<file path="src/rtl/apb_mon_pkg.sv">
// Shared constants for the APB configuration monitor.
// Optional shadow-register build: define APB_MON_SHADOW_EN.
package apb_mon_pkg;

    localparam logic [1:0] ST_IDLE   = 2'd0;
    localparam logic [1:0] ST_SETUP  = 2'd1;
    localparam logic [1:0] ST_ACCESS = 2'd2;

    typedef enum logic [2:0] {
        ERR_NONE       = 3'd0,
        ERR_SETUP_SKIP = 3'd1,
        ERR_UNSTABLE   = 3'd2,
        ERR_ABORT      = 3'd3,
        ERR_RANGE      = 3'd4,
        ERR_ORDER      = 3'd5,
        ERR_ADDR       = 3'd6
    } err_code_e;

    // Entry i is the inclusive range of register address i.
    localparam int RNG_N = 10;
    localparam logic [9:0][9:0] RNG_LO = {
        10'd30, 10'd20, 10'd90, 10'd80, 10'd1,
        10'd1, 10'd200, 10'd200, 10'd1, 10'd0
    };
    localparam logic [9:0][9:0] RNG_HI = {
        10'd40, 10'd40, 10'd99, 10'd99, 10'd20,
        10'd72, 10'd720, 10'd720, 10'd255, 10'd1
    };
    localparam logic [9:0] RNG_HI_DFLT = 10'd255;

    localparam logic [9:0] SH_W_RST    = 10'd720;
    localparam logic [9:0] SH_H_RST    = 10'd720;
    localparam logic [9:0] SH_AMAX_RST = 10'd99;
    localparam logic [9:0] SH_BMAX_RST = 10'd40;
    localparam logic [9:0] SH_AMIN     = 10'd80;
    localparam logic [9:0] SH_BMIN     = 10'd20;

endpackage

</file>
<file path="src/rtl/apb_cfg_monitor_if.sv">
// APB request-side signals observed by the monitor.
interface apb_cfg_monitor_if #(
    parameter int ADDR_W = 24,
    parameter int DATA_W = 16
);
    logic              PSEL;
    logic              PENABLE;
    logic              PWRITE;
    logic [ADDR_W-1:0] PADDR;
    logic [DATA_W-1:0] PWDATA;

    modport master (output PSEL, PENABLE, PWRITE, PADDR, PWDATA);
    modport slave  (input  PSEL, PENABLE, PWRITE, PADDR, PWDATA);
endinterface

</file>
<file path="src/rtl/apb_mon_range.sv">
// Address -> allowed write-data range; hi of 6 and 8 come from
// amax_i/bmax_i so the shadow build can narrow them.
module apb_mon_range
    import apb_mon_pkg::*;
#(
    parameter int ADDR_W = 24,
    parameter int DATA_W = 16
) (
    input  logic [ADDR_W-1:0] addr_i,
    input  logic [DATA_W-1:0] amax_i,
    input  logic [DATA_W-1:0] bmax_i,
    output logic [DATA_W-1:0] lo_o,
    output logic [DATA_W-1:0] hi_o
);
    always_comb begin
        lo_o = '0;
        hi_o = DATA_W'(RNG_HI_DFLT);
        if (addr_i < ADDR_W'(RNG_N)) begin
            lo_o = DATA_W'(RNG_LO[addr_i[3:0]]);
            hi_o = DATA_W'(RNG_HI[addr_i[3:0]]);
            if (addr_i[3:0] == 4'd6) hi_o = amax_i;
            if (addr_i[3:0] == 4'd8) hi_o = bmax_i;
        end
    end
endmodule

</file>
<file path="src/rtl/apb_cfg_monitor.sv">
// APB protocol / config-range monitor with error capture.
// Define APB_MON_SHADOW_EN for shadowed limits (codes 5, 6).
module apb_cfg_monitor
    import apb_mon_pkg::*;
#(
    parameter int ADDR_W = 24,
    parameter int DATA_W = 16,
    parameter int CNT_W  = 16
) (
    input  logic              clk,
    input  logic              rst,
    apb_cfg_monitor_if.slave  apb,
    input  logic              clr,
    output logic              err_pulse,
    output logic [2:0]        err_code,
    output logic [ADDR_W-1:0] err_addr,
    output logic [CNT_W-1:0]  err_cnt,
    output logic [6:0]        err_sticky,
    output logic [2:0]        first_code,
    output logic [CNT_W-1:0]  wr_cnt
);
    logic [1:0]        st_q, st_d;
    logic [ADDR_W-1:0] cap_addr_q;
    logic              cap_wr_q;
    logic [DATA_W-1:0] cap_data_q;
    logic              epulse_q;
    logic [2:0]        ecode_q;
    logic [ADDR_W-1:0] eaddr_q;
    logic [CNT_W-1:0]  ecnt_q, ecnt_d;
    logic [CNT_W-1:0]  wcnt_q, wcnt_d;
    logic [6:0]        sticky_q, sticky_d;
    logic [2:0]        first_q, first_d;
    logic [2:0]        code;
    logic              recap, done, err;
    logic              unstable, oor, bad_ord, bad_adr;
    logic [DATA_W-1:0] lo, hi, amax, bmax;

    apb_mon_range #(.ADDR_W(ADDR_W), .DATA_W(DATA_W)) u_rng (
        .addr_i (apb.PADDR),
        .amax_i (amax),
        .bmax_i (bmax),
        .lo_o   (lo),
        .hi_o   (hi)
    );

    assign unstable = (apb.PADDR != cap_addr_q) ||
                      (apb.PWRITE != cap_wr_q) ||
                      (apb.PWDATA != cap_data_q);
    assign oor = apb.PWRITE && (apb.PWDATA < lo || apb.PWDATA > hi);

`ifdef APB_MON_SHADOW_EN
    localparam int LW = 2 * DATA_W + 2;
    localparam int CW = (ADDR_W > LW) ? ADDR_W : LW;
    logic [DATA_W-1:0] sh_w_q, sh_h_q, sh_amax_q, sh_bmax_q;
    logic [CW-1:0]     lim;

    assign amax = sh_amax_q;
    assign bmax = sh_bmax_q;
    assign lim  = CW'(9) + ((CW'(sh_w_q) * CW'(sh_h_q)) << 1);
    assign bad_adr = CW'(apb.PADDR) > lim;
    assign bad_ord = apb.PWRITE &&
        ((apb.PADDR == ADDR_W'(7) && apb.PWDATA < DATA_W'(SH_AMIN)) ||
         (apb.PADDR == ADDR_W'(9) && apb.PWDATA < DATA_W'(SH_BMIN)));

    // Shadows only follow writes that completed without any error.
    always_ff @(posedge clk or posedge rst) begin
        if (rst) begin
            sh_w_q    <= DATA_W'(SH_W_RST);
            sh_h_q    <= DATA_W'(SH_H_RST);
            sh_amax_q <= DATA_W'(SH_AMAX_RST);
            sh_bmax_q <= DATA_W'(SH_BMAX_RST);
        end else if (done && apb.PWRITE && !err) begin
            if (apb.PADDR == ADDR_W'(2)) sh_w_q    <= apb.PWDATA;
            if (apb.PADDR == ADDR_W'(3)) sh_h_q    <= apb.PWDATA;
            if (apb.PADDR == ADDR_W'(7)) sh_amax_q <= apb.PWDATA;
            if (apb.PADDR == ADDR_W'(9)) sh_bmax_q <= apb.PWDATA;
        end
    end
`else
    assign amax    = DATA_W'(SH_AMAX_RST);
    assign bmax    = DATA_W'(SH_BMAX_RST);
    assign bad_adr = 1'b0;
    assign bad_ord = 1'b0;
`endif

    // IDLE and ACCESS react identically; ACCESS only marks the beat after a transfer.
    always_comb begin
        st_d  = ST_IDLE;
        code  = ERR_NONE;
        recap = 1'b0;
        done  = 1'b0;
        case (st_q)
            ST_SETUP: begin
                if (apb.PSEL && apb.PENABLE) begin
                    st_d = ST_ACCESS;
                    done = 1'b1;
                    code = unstable ? ERR_UNSTABLE :
                           bad_adr  ? ERR_ADDR :
                           bad_ord  ? ERR_ORDER :
                           oor      ? ERR_RANGE : ERR_NONE;
                end else if (!apb.PSEL) begin
                    code = ERR_ABORT;
                end else begin
                    st_d  = ST_SETUP;
                    recap = 1'b1;
                end
            end
            default: begin
                if (apb.PSEL && !apb.PENABLE) begin
                    st_d  = ST_SETUP;
                    recap = 1'b1;
                end else if (apb.PSEL && apb.PENABLE) begin
                    code = ERR_SETUP_SKIP;
                end
            end
        endcase
    end

    assign err = (code != 3'd0);

    // A coincident clr wipes history first, then this cycle's error lands.
    always_comb begin
        ecnt_d   = clr ? '0 : ecnt_q;
        if (err && ecnt_d != '1) ecnt_d = ecnt_d + 1'b1;
        sticky_d = (clr ? 7'd0 : sticky_q) | (err ? (7'd1 << code) : 7'd0);
        first_d  = clr ? 3'd0 : first_q;
        if (first_d == 3'd0) first_d = code;
        wcnt_d   = wcnt_q;
        if (done && apb.PWRITE && wcnt_q != '1) wcnt_d = wcnt_q + 1'b1;
    end

    always_ff @(posedge clk or posedge rst) begin
        if (rst) begin
            st_q       <= ST_IDLE;
            cap_addr_q <= '0;
            cap_wr_q   <= 1'b0;
            cap_data_q <= '0;
            epulse_q   <= 1'b0;
            ecode_q    <= 3'd0;
            eaddr_q    <= '0;
            ecnt_q     <= '0;
            wcnt_q     <= '0;
            sticky_q   <= 7'd0;
            first_q    <= 3'd0;
        end else begin
            st_q     <= st_d;
            epulse_q <= err;
            ecode_q  <= code;
            eaddr_q  <= err ? apb.PADDR : '0;
            ecnt_q   <= ecnt_d;
            wcnt_q   <= wcnt_d;
            sticky_q <= sticky_d;
            first_q  <= first_d;
            if (recap) begin
                cap_addr_q <= apb.PADDR;
                cap_wr_q   <= apb.PWRITE;
                cap_data_q <= apb.PWDATA;
            end
        end
    end

    assign err_pulse  = epulse_q;
    assign err_code   = ecode_q;
    assign err_addr   = eaddr_q;
    assign err_cnt    = ecnt_q;
    assign err_sticky = sticky_q;
    assign first_code = first_q;
    assign wr_cnt     = wcnt_q;
endmodule
</file>
<file path="src/flat_wrapper.sv">
// flat-port wrapper written by rule: the top's interface ports become plain ports
module apb_cfg_monitor_flat import apb_mon_pkg::*;
#(
    parameter int ADDR_W = 24,
    parameter int DATA_W = 16,
    parameter int CNT_W  = 16
)
  (clk, rst, clr, err_pulse, err_code, err_addr, err_cnt, err_sticky, first_code, wr_cnt, apb_PSEL, apb_PENABLE, apb_PWRITE, apb_PADDR, apb_PWDATA);
  apb_cfg_monitor_if #(.ADDR_W(ADDR_W), .DATA_W(DATA_W)) apb_i ();
  input  logic clk;
  input  logic rst;
  input  logic clr;
  output logic err_pulse;
  output logic [2:0] err_code;
  output logic [ADDR_W-1:0] err_addr;
  output logic [CNT_W-1:0] err_cnt;
  output logic [6:0] err_sticky;
  output logic [2:0] first_code;
  output logic [CNT_W-1:0] wr_cnt;
  input wire logic [$bits(apb_i.PSEL)-1:0] apb_PSEL;
  input wire logic [$bits(apb_i.PENABLE)-1:0] apb_PENABLE;
  input wire logic [$bits(apb_i.PWRITE)-1:0] apb_PWRITE;
  input wire logic [$bits(apb_i.PADDR)-1:0] apb_PADDR;
  input wire logic [$bits(apb_i.PWDATA)-1:0] apb_PWDATA;
  assign apb_i.PSEL = apb_PSEL;
  assign apb_i.PENABLE = apb_PENABLE;
  assign apb_i.PWRITE = apb_PWRITE;
  assign apb_i.PADDR = apb_PADDR;
  assign apb_i.PWDATA = apb_PWDATA;
  apb_cfg_monitor #(.ADDR_W(ADDR_W), .DATA_W(DATA_W), .CNT_W(CNT_W)) u_core (.clk(clk), .rst(rst), .apb(apb_i), .clr(clr), .err_pulse(err_pulse), .err_code(err_code), .err_addr(err_addr), .err_cnt(err_cnt), .err_sticky(err_sticky), .first_code(first_code), .wr_cnt(wr_cnt));
endmodule
</file>
<file path="config.mk">
export PLATFORM = sky130hd
export DESIGN_NAME = apb_cfg_monitor_flat
export DESIGN_NICKNAME = d
export VERILOG_FILES = /design/src/rtl/apb_mon_pkg.sv /design/src/rtl/apb_cfg_monitor_if.sv /design/src/rtl/apb_mon_range.sv /design/src/rtl/apb_cfg_monitor.sv /design/src/flat_wrapper.sv
export SDC_FILE = /design/constraint.sdc
export NUM_CORES = 1
export LEC_CHECK = 0
export ABC_AREA = 0
export BUFFER_PORTS_ARGS = -buffer_cell sky130_fd_sc_hd__buf_4
export CAP_MARGIN = 20
export CORE_MARGIN = 5
export CORE_UTILIZATION = 59
export CTS_CLUSTER_SIZE = 25
export DETAILED_ROUTE_END_ITERATION = 12
export GPL_TIMING_DRIVEN = 0
export HOLD_SLACK_MARGIN = 0.1
export PLACE_DENSITY_LB_ADDON = 0.05
export SYNTH_ARGS = -nofsm -noshare
export SYNTH_HDL_FRONTEND = slang
export SYNTH_SLANG_ARGS = --single-unit
</file>
<file path="constraint.sdc">
create_clock -name clk -period 4.6 [get_ports clk]
set_input_delay 0.23 -clock clk [delete_from_list [all_inputs] [get_ports clk]]
set_output_delay 0.23 -clock clk [all_outputs]
set_load 0.05 [all_outputs]
</file>
Yosys cells after proc, flatten, opt, wreduce, memory -nomap -nowiden
Memory sizes are Yosys's and may differ from the RTL's.
Cells that the tools add are included.

operators by class
  add/sub/neg operators = 2
  shift-type cells = 1
  $mul = 0
  equality and inequality tests = 8
  bitwise operators = 1
  div/mod/pow operators = 0
  order comparisons = 4
  reductions and logical operators = 12
  multiplexer cells = 30

operator list
  operator                                                     count
  two-way mux 16 bit                                           4
  two-way mux 10 bit                                           4
  adder 16 x 1 -> 16 bit, second input constant                2
  inequality test 16 bit, second input constant                2
  less-than comparator 24 x 4 -> 1 bit, second input constant  1
  two-way mux 24 bit                                           1
  inequality test 24 bit                                       1
  two-way mux 3 bit                                            7
  > comparator 16 bit                                          1
  less-than comparator 16 x 10 -> 1 bit                        1
  inequality test 16 bit                                       1
  two-way mux 7 bit                                            2
  two-way mux 1 bit                                            9
  bitwise OR 7 bit                                             1
  << shifter 1 x 3 -> 7 bit, first input constant              1
  logical AND 1 bit                                            6
  two-way mux 2 bit                                            3
  less-than comparator 4 x 5 -> 1 bit, second input constant   1
  == test 4 x 3 -> 1 bit, second input constant                1
  == test 4 bit, second input constant                         1
  zero test 3 bit                                              1
  logical OR 1 bit                                             3
  nonzero test 3 bit                                           1
  == test 2 x 1 -> 1 bit, second input constant                1
  other kinds (2)                                              2

storage, ports and cells
  flip-flop bits (word level) = 113
  output and inout bits = 70
  logic and storage cells = 71
  bits in latches = 0
  bits in read-only memories = 320
  memories kept = 2
  input bits = 46
  RAM bits = 0

memory list
  memory           words  width  rd ports  clocked after memory_dff  wr ports  RTL line             source
  (no name shown)  16     10     1         0                         0         apb_mon_range.sv:20  hi_o = DATA_W'(RNG_HI[addr_i[3:0]]);
  (no name shown)  16     10     1         0                         0         apb_mon_range.sv:19  lo_o = DATA_W'(RNG_LO[addr_i[3:0]]);

Longest topological paths before layout
  word-level depth = 15
  depth in mapped cells = 15
  gate-level depth less buffers = 13

By module
Synthesis repeated with hierarchy kept, for this count alone.

unflattened totals
  cells, all modules = 633
  area total of the unflattened synthesis = 6510.0 sq um

modules (own cells, without submodules)
  module           area an instance (sq um)  seq. area each (sq um)  cells an instance  instances
  apb_cfg_monitor  5890.6                    2827.7                  535                1
  apb_mon_range    619.3                     0.0                     98                 1

Worst setup path after synthesis
OpenSTA, ideal clock, no wires.

  kind = input -> register
  start point = input port apb_PADDR[2]
  end point = register u_core.ecnt_q[9], in the netlist u_core.err_cnt[9]
  stages = 14
  data required time = 4.475 ns
  slack = 1.249 ns
  buffers on the path = 1
  data arrival time = 3.227 ns
  setup time = 0.125 ns
  path through = buf_2 -> o21ai_0 -> nand4_1 -> nor3_1 -> o311ai_0 -> ha_1 -> a221oi_1 -> nand2_1 -> or4_1 -> a32oi_1 -> o22a_2 -> inv_4 -> nand4_1 -> mux2_2

on the way
  longest elaborated chain between the ends = 15
  elaborated cells on any way between the ends = 25
  classes of those cells = order compare (3); eq/ne (3); mux (11); reduce/logical (6); memory (2)

ends and longest elaborated chain
  element                                   RTL line                source
  from (decl)                               flat_wrapper.sv:23      input wire logic [$bits(apb_i.PADDR)-1:0] apb_PADDR;
  memory (16 x 10 bit)                      -
  two-way mux 10 bit (implied by the code)  apb_mon_range.sv:20
  two-way mux 10 bit                        apb_mon_range.sv:21     if (addr_i[3:0] == 4'd6) hi_o = amax_i;
  two-way mux 16 bit                        apb_mon_range.sv:22     if (addr_i[3:0] == 4'd8) hi_o = bmax_i;
  two-way mux 16 bit                        apb_mon_range.sv:18     if (addr_i < ADDR_W'(RNG_N)) begin
  > comparator 16 bit                       apb_cfg_monitor.sv:49   assign oor = apb.PWRITE && (apb.PWDATA < lo || apb.PWDATA > hi);
  logical OR 1 bit                          apb_cfg_monitor.sv:49
  logical AND 1 bit                         apb_cfg_monitor.sv:49
  two-way mux 3 bit                         apb_cfg_monitor.sv:100  oor ? ERR_RANGE : ERR_NONE;
  two-way mux 3 bit (*)                     apb_cfg_monitor.sv:97   code = unstable ? ERR_UNSTABLE :
  two-way mux 3 bit (*)                     apb_cfg_monitor.sv:94   if (apb.PSEL && apb.PENABLE) begin
  two-way mux 3 bit (*)                     apb_cfg_monitor.sv:92   case (st_q)
  nonzero test 3 bit (*)                    apb_cfg_monitor.sv:119  assign err = (code != 3'd0);
  logical AND 1 bit (*)                     apb_cfg_monitor.sv:124  if (err && ecnt_d != '1) ecnt_d = ecnt_d + 1'b1;
  two-way mux 16 bit (*)                    apb_cfg_monitor.sv:124
  named net u_core.ecnt_d[9]                apb_cfg_monitor.sv:29   logic [CNT_W-1:0] ecnt_q, ecnt_d;
  to (signal assigned)                      apb_cfg_monitor.sv:150  ecnt_q <= ecnt_d;
  to (decl)                                 apb_cfg_monitor.sv:29

Mark *: on every way through the listed nets, which the timed path passes. The rest lies on a longest branch. The select of a mux whose other input is x is not followed.
A chain may end at the register's enable or synchronous reset.

Worst setup path in the final report
  start point = input port apb_PADDR[16]
  end point = register u_core.ecnt_q[9], in the netlist u_core.err_cnt[9]

on the way
  longest elaborated chain between the ends = 12
  elaborated cells on any way between the ends = 17
  classes of those cells = order compare (3); eq/ne (1); mux (7); reduce/logical (6)

ends and longest elaborated chain
  element                                                                              RTL line
  less-than comparator 24 x 4 -> 1 bit                                                 apb_mon_range.sv:18
  two-way mux 10 bit / two-way mux 16 bit (equally long branches)                      apb_mon_range.sv:18
  less-than comparator 16 x 10 -> 1 bit / > comparator 16 bit (equally long branches)  apb_cfg_monitor.sv:49
  logical OR 1 bit                                                                     apb_cfg_monitor.sv:49
  logical AND 1 bit                                                                    apb_cfg_monitor.sv:49
  two-way mux 3 bit                                                                    apb_cfg_monitor.sv:100
  two-way mux 3 bit (*)                                                                apb_cfg_monitor.sv:97
  two-way mux 3 bit (*)                                                                apb_cfg_monitor.sv:94
  two-way mux 3 bit (*)                                                                apb_cfg_monitor.sv:92
  nonzero test 3 bit (*)                                                               apb_cfg_monitor.sv:119
  logical AND 1 bit (*)                                                                apb_cfg_monitor.sv:124
  two-way mux 16 bit (*)                                                               apb_cfg_monitor.sv:124
  named net u_core.ecnt_d[9]                                                           apb_cfg_monitor.sv:29

Mark *: on every way through the listed nets, which the timed path passes. The rest lies on a longest branch.

==> out/qor.yml <==
status:
  status: "complete, no violations"
worst_setup_path:
  critPathKind: "input port to register"
  end_kind: "register"
  critPathLaunchType: "input port"
  crit_required_ns: 4.99
  worstPathArrival_ns: 4.79
  cp_max_fo: 10
logic_synthesis:
  synth_edf_count: 0
  mappedNetlistNets: 557
  avgSynthCellArea_um2: 11.33
  yosysWarnings: 0
  synth_area_um2: 5573
  synth_cell_types: 51
  synth_ff_type: "sky130_fd_sc_hd__dfrtp_1"
  postSynthRegisterBits: 113
  ys_async_sr_fraction: 1.000
  synth_seq_area_share: 0.5074
  postSynthCellCount: 492
die:
  fp.dieArea_um2: 11490
  io-pin-count: 116
  initial_core_util: 0.6031
  floorplan.core_area_um2: 9240
  fp-row-count: 35
  die-width_um: 107.2
  die_height_um: 107.2
clock_network:
  cts_inserted_buffers: 17
  cts-htree-levels: 4
  clk_path_buf_depth: 2
  cts.sinks: 113
  clk_transition_reported_paths_ns: 0.06
  clk_latency_ns: 0.51
  cts_tree: "yes"
  cts_root_buf: "sky130_fd_sc_hd__clkbuf_8"
sta:
  achievable-frequency_mhz: 227.3
  fin_setup_tns_ns: 0
  final.period_utilization: 0.9563
  timing.final.crit_period_ns: 4.399
  unrepaired_setup_endpoints_after_global_routing: "no"
  number_of_endpoints_failing_setup_at_the_final_stage: 0
  worstMarginPinSlew_ns: 0.8079
  timing_hold_violations_final: 0
  relSlewSlack: 0.4564
  finClkSkew_ns: 0.01183
  report.final.slew_viol_count: 0
  hold_slack_ns: 0.1975
layout:
  layout-drive-gt1-share: 0.3038
  antenna_cells: 0
  layoutNonFillerInstCount: 807
  filler_cell_count: 530
  area_growth_pct: 38.03
  layout.nets: 731
place:
  finalWeightedCongestion: 0.8500
  dp_hpwl_um: 9810
  numPortBuffers: 113
  numPlacedInstances: 735
drt:
  vias: 4553
  drt.antenna.violating_nets: 0
  dr.pass1.iters: 4
  route.detailed.vias_per_inst: 5.642
  wire_per_inst_um: 17.89
  drcViolationCount: 0
  drt-initial-drc-count: 213
  drt-total-wl_um: 14440
global_route:
  grt_remaining_overflow: 0
  grt_antenna_before_repair: 0
  first_pass_grt_wire_length_um: 23830
  first_global_vias: 4855
  track_usage: 0.2640
  grt_max_degree: 67
job:
  cap_violations: 0
power:
  leakage_dissipation_nw: 3.508
  cellPowerDensity_nw_per_um2: 405.0
  vdd_ir_drop_max_mv: 0.3050
  totalPowerFinal_w: 0.003115
hold_path:
  timing.hold.worst.class: "input port to register"
-- report_power, final --
part | leakage [nW] | internal (W) | switching, W
combinational | 1.74 | 0.000222 | 0.000290
clock | 0.318 | 0.00101 | 0.000442
sequential | 1.45 | 0.00108 | 0.0000674
-- critical path: stages --
cell and delay [ns]:
sky130_fd_sc_hd__dlygate4sd3_1 0.54, sky130_fd_sc_hd__buf_4 0.15, sky130_fd_sc_hd__nor4_1 0.44, sky130_fd_sc_hd__nand4_1 0.34, sky130_fd_sc_hd__nor3_4 0.32, sky130_fd_sc_hd__o311ai_0 0.24
sky130_fd_sc_hd__ha_1 0.37, sky130_fd_sc_hd__a221oi_1 0.30, sky130_fd_sc_hd__nand2_1 0.08, sky130_fd_sc_hd__or4_1 0.50, sky130_fd_sc_hd__a32oi_1 0.33, sky130_fd_sc_hd__o22a_2 0.37
sky130_fd_sc_hd__inv_4 0.11, sky130_fd_sc_hd__nand4_1 0.12, sky130_fd_sc_hd__mux2_2 0.34
-- layout make-up --
type | instances | area, um2 | area share
buffer | 16 | 72.57 | 0.009434
clock buffer | 21 | 449.2 | 0.05839
timing repair buffer | 155 | 1286 | 0.1672
clock inverter | 10 | 206.4 | 0.02684
inverter | 12 | 50.05 | 0.006506
multi-input combinational | 351 | 2639 | 0.3430
tap | 129 | 161.4 | 0.02098
sequential | 113 | 2828 | 0.3676
-- flip-flops by register name, indices dropped and copies added (netlist names) --
| register | count |
|---|---|
| u_core.first_code | 3 |
| u_core.err_pulse | 1 |
| u_core.cap_wr_q | 1 |
| u_core.err_addr | 24 |
| u_core.wr_cnt | 16 |
| u_core.cap_data_q | 16 |
| u_core.err_sticky | 7 |
| u_core.err_cnt | 16 |
| u_core.err_code | 3 |
| u_core.st_q | 2 |
| u_core.cap_addr_q | 24 |
-- synthesized netlist by cell type, types with 3 or more instances --
cell,instances,area [um2]
sky130_fd_sc_hd__nor4_1,11,68.82
sky130_fd_sc_hd__mux2_2,48,540.5
sky130_fd_sc_hd__o21a_1,3,22.52
sky130_fd_sc_hd__nand4_1,25,156.4
sky130_fd_sc_hd__inv_1,10,37.54
sky130_fd_sc_hd__nand4b_1,3,26.28
sky130_fd_sc_hd__nand3_1,17,85.08
sky130_fd_sc_hd__and2_1,24,150.1
sky130_fd_sc_hd__buf_2,4,20.02
sky130_fd_sc_hd__xnor2_1,57,499.2
sky130_fd_sc_hd__ha_1,19,237.7
sky130_fd_sc_hd__o21ai_0,12,60.06
sky130_fd_sc_hd__dfrtp_1,113,2828
sky130_fd_sc_hd__a21oi_1,7,35.03
sky130_fd_sc_hd__a22o_1,3,26.28
sky130_fd_sc_hd__and4_1,3,26.28
sky130_fd_sc_hd__xor2_1,5,43.79
sky130_fd_sc_hd__clkbuf_1,9,33.78
sky130_fd_sc_hd__nor3_1,5,25.02
sky130_fd_sc_hd__nand2_1,22,82.58
sky130_fd_sc_hd__nor2b_1,16,100.1
sky130_fd_sc_hd__nor2_1,32,120.1
sky130_fd_sc_hd__and3_1,8,50.05
-- layer usage --
layer,up-vias,wire [um],global-route usage
li1,2097,-,-
met1,2303,6111,0.3393
met2,135,7315,0.4477
met3,18,784,0.05539
met4,0,225,0.08311
met5,-,0,0
-- final timing paths --
path,startpoint,cells after the start,endpoint,slack [ns]
max,apb_PADDR[16],15,u_core.err_cnt[9]$_DFF_PP0_,0.20
min,clr,3,u_core.err_cnt[5]$_DFF_PP0_,0.20
max reg2reg,u_core.cap_data_q[9]$_DFFE_PP0P_,8,u_core.err_cnt[9]$_DFF_PP0_,1.84
min reg2reg,u_core.err_sticky[4]$_DFF_PP0_,1,u_core.err_sticky[4]$_DFF_PP0_,0.48
max in group asynchronous,rst,4,u_core.cap_data_q[15]$_DFFE_PP0P_,3.51
min in group asynchronous,rst,3,u_core.err_addr[16]$_DFF_PP0_,0.37
-- layout by cell type, fill, tap and decap left out, types with 12 or more instances in the layout --
cell,count
sky130_fd_sc_hd__buf_4,113
sky130_fd_sc_hd__dfrtp_1,113
sky130_fd_sc_hd__xnor2_1,57
sky130_fd_sc_hd__mux2_2,48
sky130_fd_sc_hd__dlygate4sd3_1,41
sky130_fd_sc_hd__nor2_1,31
sky130_fd_sc_hd__nand4_1,25
sky130_fd_sc_hd__and2_1,24
sky130_fd_sc_hd__nand2_1,22
sky130_fd_sc_hd__ha_1,19
sky130_fd_sc_hd__nand3_1,17
sky130_fd_sc_hd__nor2b_1,16
sky130_fd_sc_hd__clkbuf_16,16
sky130_fd_sc_hd__o21ai_0,12
-- cell families (layout without fill, tap and decap cells) --
kind of cell / count (synthesis) / after routing / synth area share
simple gates: 175 / 175 / 0.1722
flops: 113 / 113 / 0.5074
xor+xnor: 62 / 62 / 0.09744
mux: 50 / 50 / 0.1006
compound gates: 45 / 45 / 0.05815
buf+inv: 28 / 214 / 0.02155
fa+ha+maj: 19 / 19 / 0.04266
-- what timing repair did --
item / CTS / global route
gates resized for setup: 0 / 3
hold endpoints to repair: 108 / 0
endpoints found under the setup margin: 0 / 38
hold buffers: 41 / 0
buffers inserted: 0 / 0
-- metrics by stage --
| stage | worst slack (ns) | utilization | area, um2 |
|---|---|---|---|
| global route | 0.005429 | 0.8325 | 7692 |
| detailed placement | 0.1243 | 0.7156 | 6613 |
| CTS | 0.04933 | 0.8310 | 7679 |
| global placement | 0.1925 | 0.7124 | 6583 |
| finish | 0.2012 | 0.8325 | 7692 |
| floorplan | 1.249 | - | 5573 |
(Power assumes the default switching activity.)
